[src/rtl/nlprg_n.sv]
// N-bit nonlinear pseudo-random generator: Fibonacci LFSR with zero-state insertion,
// step enable, synchronous seed load and an on-chip period monitor.
module nlprg_n #(
  parameter int unsigned    N    = 8,
  parameter logic [N-1:0]   TAPS = 8'hB8,
  parameter logic [N-1:0]   SEED = '0
) (
  input  logic         ck,
  input  logic         rst,
  input  logic         en,
  input  logic         ld,
  input  logic [N-1:0] seed,
  output logic [N-1:0] o,
  output logic         wrap,
  output logic         err
);

  logic [N-1:0] s;
  logic [N-1:0] start;
  logic [N-1:0] cnt;
  logic [N-1:0] nx;
  logic [N-1:0] cnt_inc;
  logic         fb;
  logic         hit;
  logic         cnt_zero;

  // Zero term splices 0 between 100..0 and 000..01 so all 2^N states are visited.
  always_comb begin
    fb       = (^(s & TAPS)) ^ (s[N-2:0] == '0);
    nx       = {s[N-2:0], fb};
    cnt_inc  = cnt + N'(1);
    hit      = (nx == start);
    cnt_zero = (cnt_inc == '0);
  end

  // Return to start must coincide with the step count wrapping to zero, otherwise latch err.
  always_ff @(posedge ck or posedge rst) begin
    if (rst) begin
      s     <= SEED;
      start <= SEED;
      cnt   <= '0;
      wrap  <= 1'b0;
      err   <= 1'b0;
    end else if (ld) begin
      s     <= seed;
      start <= seed;
      cnt   <= '0;
      wrap  <= 1'b0;
      err   <= 1'b0;
    end else if (en) begin
      s     <= nx;
      cnt   <= cnt_inc;
      wrap  <= hit;
      err   <= err | (hit != cnt_zero);
    end else begin
      wrap  <= 1'b0;
    end
  end

  assign o = s;

endmodule

[config.mk]
export PLATFORM = sky130hd
export DESIGN_NAME = nlprg_n
export DESIGN_NICKNAME = d
export VERILOG_FILES = /design/src/rtl/nlprg_n.sv
export SDC_FILE = /design/constraint.sdc
export NUM_CORES = 1
export LEC_CHECK = 0
export CAP_MARGIN = 20
export CORE_ASPECT_RATIO = 1.4
export CORE_UTILIZATION = 30
export CTS_CLUSTER_SIZE = 24
export DETAILED_ROUTE_END_ITERATION = 8
export SLEW_MARGIN = 10
export SYNTH_ARGS = -nofsm -noshare
export SYNTH_HDL_FRONTEND = slang
export SYNTH_SLANG_ARGS = --single-unit
[constraint.sdc]
create_clock -name ck -period 1.9 [get_ports ck]
set_input_delay 0.38 -clock ck [delete_from_list [all_inputs] [get_ports ck]]
set_output_delay 0.38 -clock ck [all_outputs]
set_load 0.01 [all_outputs]
==> metrics.csv <==
metric;value;unit
WP depth;8;
area of the multi-input gates;594.3;sq um
Int Pwr;914.6;uW
largest net degree at the start of global routing;27;
Setup CP Type;register to register;
Resized Gates After CTS;0;
synthesized flop and latch total;26;
Buf+Inv Stages, Crit Path;1;
Leak;0.0007593;uW
gpl congestion;0.7637;
RSZ-0062 raised after global routing;false;
critical-path cell list;inv_1, ha_1, xor2_2, xnor2_1, xnor2_1, nand3_1, xor2_1, o22ai_2;
minimum clock period;1.740;ns
Setup-failing EPs final;0;
count of clock tree sinks;26;
CTS Hold Bufs;0;
area leader, netlist;dfrtp_1;
dpl hpwl;1943;microns
# DRC;3;
top cell type's share of synthesized area;49.34;%
power share of the clock group;28.6;%
syn_area_per_cell;9.991;sq um
sw frac;27.52;%
CP startpoint kind;register;
antenna-violating nets left;0;
synth unique cells;26;
Worst slew margin;74.69;%
Horiz. Die Dim;58.04;microns
CTS tree;yes;
Area contributors post-synth;dfrtp_1, xor2_1, o21ai_0, mux2i_1, inv_1;
Clock Latency Late Sink;0.27;ns
r2r setup slk;0.16;ns
clock buffer depth;2;
Worst Skew;0.005494;ns
initial antenna violation count;0;
wire length per cell;12.85;microns
Psw;347.3;uW
worst hold path type;input port to async pin;
share of cells above drive strength 1;9.494;%
Max-Cap Viols;0;
count leader, synth;dfrtp_1;
Critical Path Start;o[4];
CP Max Fanout;2;
DIE HEIGHT;80.45;microns
Tightest Pin Transition;0.3701;ns
Period Utilization, post-route;91.60;%
power per cell area;758.3;nW/um^2
worst reg2reg path depth;8;
Crit-path slowest cell;dfrtp_1;
GRT Total Usage;12.72;%
vias in the first global route;945;
CP delay by family, top;XOR/XNOR gates;
Post-Synthesis Cell Area;1319;sq um
Final Max Slew Viols;0;
Setup TNS Final;0;ns
Storage cell area;650.6;sq um
status;finished with violations;
Synth Flop Type;dfrtp_1;
DR iter-0 viols;44;
Peak supply drop;0.3971;mV
WL final;2609;microns
full die area;4669;sq um
CTS Buf Count;3;
Fillers;424;
EDFF count, synth;0;
CTS clock-pin slew for the worst setup and hold paths;0.09;ns
Critical R2R Launch;o[4];
post-route insts no fill;203;
worst path required time;2.06;ns
Initial Utilization;31.37;%
combinational cell fraction of total power;21.0;%
failing checks;DRC;
first-pass GRT wire length;4457;microns
number of H-tree levels;1;
fraction of registers with async set or reset after synthesis;100.0;%
Gate Count Post-Synth;132;
nets;173;
critical path's most frequent cell;xnor2_1;
FMAX;574.6;MHz
WHS;0.4443;ns
crit path capture;err;
Syn. warnings;0;
Post-synth top cells;dfrtp_1, o21ai_0, xor2_1, inv_1, nand2_1;
clock root buffer;clkbuf_8;
Net Count, Synth;146;
area grow syn2layout;26.19;%
grt ovf;0;
number of setup buffers added after CTS;0;
Hold Vio Cnt, Final;0;
core area;4204;sq um
Rows;28;
Worst R2R End;err;
vias post-DR;967;
Vias per Instance;4.764;
Sequential Power Share;50.4;%
ant diodes;0;
Ports;22;
Placed Instances;199;
worst stage delay on the critical path;0.36;ns
Crit. End Element;register;
CP arrival;1.90;ns
Seq/Total Area, Yosys;49.34;%
Buffers on Ports;21;
first drt pass iteration count;6;
sequential cells by signal, summed over array words and instances (netlist names):
| name | flops |
|---|---|
| cnt | 8 |
| o | 8 |
| wrap | 1 |
| start | 8 |
| err | 1 |
cells by family (layout without fill, tap and decap cells):
kind of cell,after synthesis,after routing,share of synthesized area [%]
DFF,26,26,49.34
xor gates and xnor gates,19,19,13.19
AOI/OAI and AO/OA,24,24,10.72
adders and majority gates,2,2,1.897
buffers and inverters,19,45,5.598
and+or+nand+nor,34,34,13.19
muxes,8,8,6.072
power by group through the flow:
| stage | combinational (uW) | clock, uW | sequential [uW] |
|---|---|---|---|
| after floorplan | 152 | 0 | 650 |
| after global placement | 262 | 0 | 645 |
| after detailed placement | 268 | 0 | 648 |
| after CTS | 270 | 370 | 637 |
| after global routing | 297 | 391 | 643 |
| final | 265 | 361 | 636 |
worst min-delay path by stage:
stage	start	to	slack (ns)	cells after the start
2_1_floorplan	rst	cnt[0]	0.42	1
3_3_place_gp	start[5]	start[5]	0.53	2
3_5_place_dp	start[7]	start[7]	0.53	2
4_1_cts	rst	start[4]	0.46	3
5_1_grt	rst	start[4]	0.50	3
6_report	rst	start[5]	0.44	3
final cells by class:
cell class | instances | area share (%)
clock buffer | 4 | 3.308
inverter | 14 | 3.158
multi-input combinational | 87 | 35.71
sequential | 26 | 39.10
tap | 45 | 3.383
timing repair buffer | 27 | 15.34
per-stage QoR:
stage	util (%)	power, uW	setup WS (ns)	instance area [sq um]
2_1_floorplan	-	801.8	0.1398	1319
3_3_place_gp	38.27	907.5	0.2544	1609
3_5_place_dp	38.27	915.7	0.1687	1609
4_1_cts	39.58	1278	0.1562	1664
5_1_grt	39.58	1332	0.01886	1664
6_report	39.58	1262	0.1596	1664
layer usage:
metal	global-route usage, %	wire (microns)	vias up
li1	-	-	492
met1	16.13	1212	450
met2	20.69	1253	20
met3	2.415	99	5
met4	5.714	44	0
met5	0	0	-
cell usage in the layout, fill, tap and decap left out:
| cell type | Yosys | final |
|---|---|---|
| o21ai_1 | 1 | 1 |
| nand2b_1 | 1 | 1 |
| inv_1 | 14 | 14 |
| nor3_1 | 3 | 3 |
| xnor2_1 | 3 | 3 |
| o22ai_2 | 1 | 1 |
| clkbuf_8 | 0 | 4 |
| and3_1 | 1 | 1 |
| a21oi_1 | 1 | 1 |
| clkdlybuf4s50_1 | 0 | 21 |
| or3_1 | 1 | 1 |
| ha_1 | 2 | 2 |
| nor3_2 | 1 | 1 |
| buf_4 | 0 | 6 |
| xor2_2 | 1 | 1 |
| nor2_1 | 8 | 8 |
| a31oi_2 | 1 | 1 |
| dfrtp_1 | 26 | 26 |
| nor4_4 | 1 | 1 |
| o21ai_0 | 17 | 17 |
| mux2i_1 | 8 | 8 |
| nand4_1 | 3 | 3 |
| nand3_1 | 3 | 3 |
| xor2_1 | 15 | 15 |
| a31oi_1 | 2 | 2 |
| nand2_1 | 12 | 12 |
| a2111oi_0 | 1 | 1 |
tightest hold or removal path, cell delays in order:
cell	delay (ns)
clkdlybuf4s50_1	0.39
inv_1	0.05
buf_4	0.31
(Power assumes the default switching activity.)
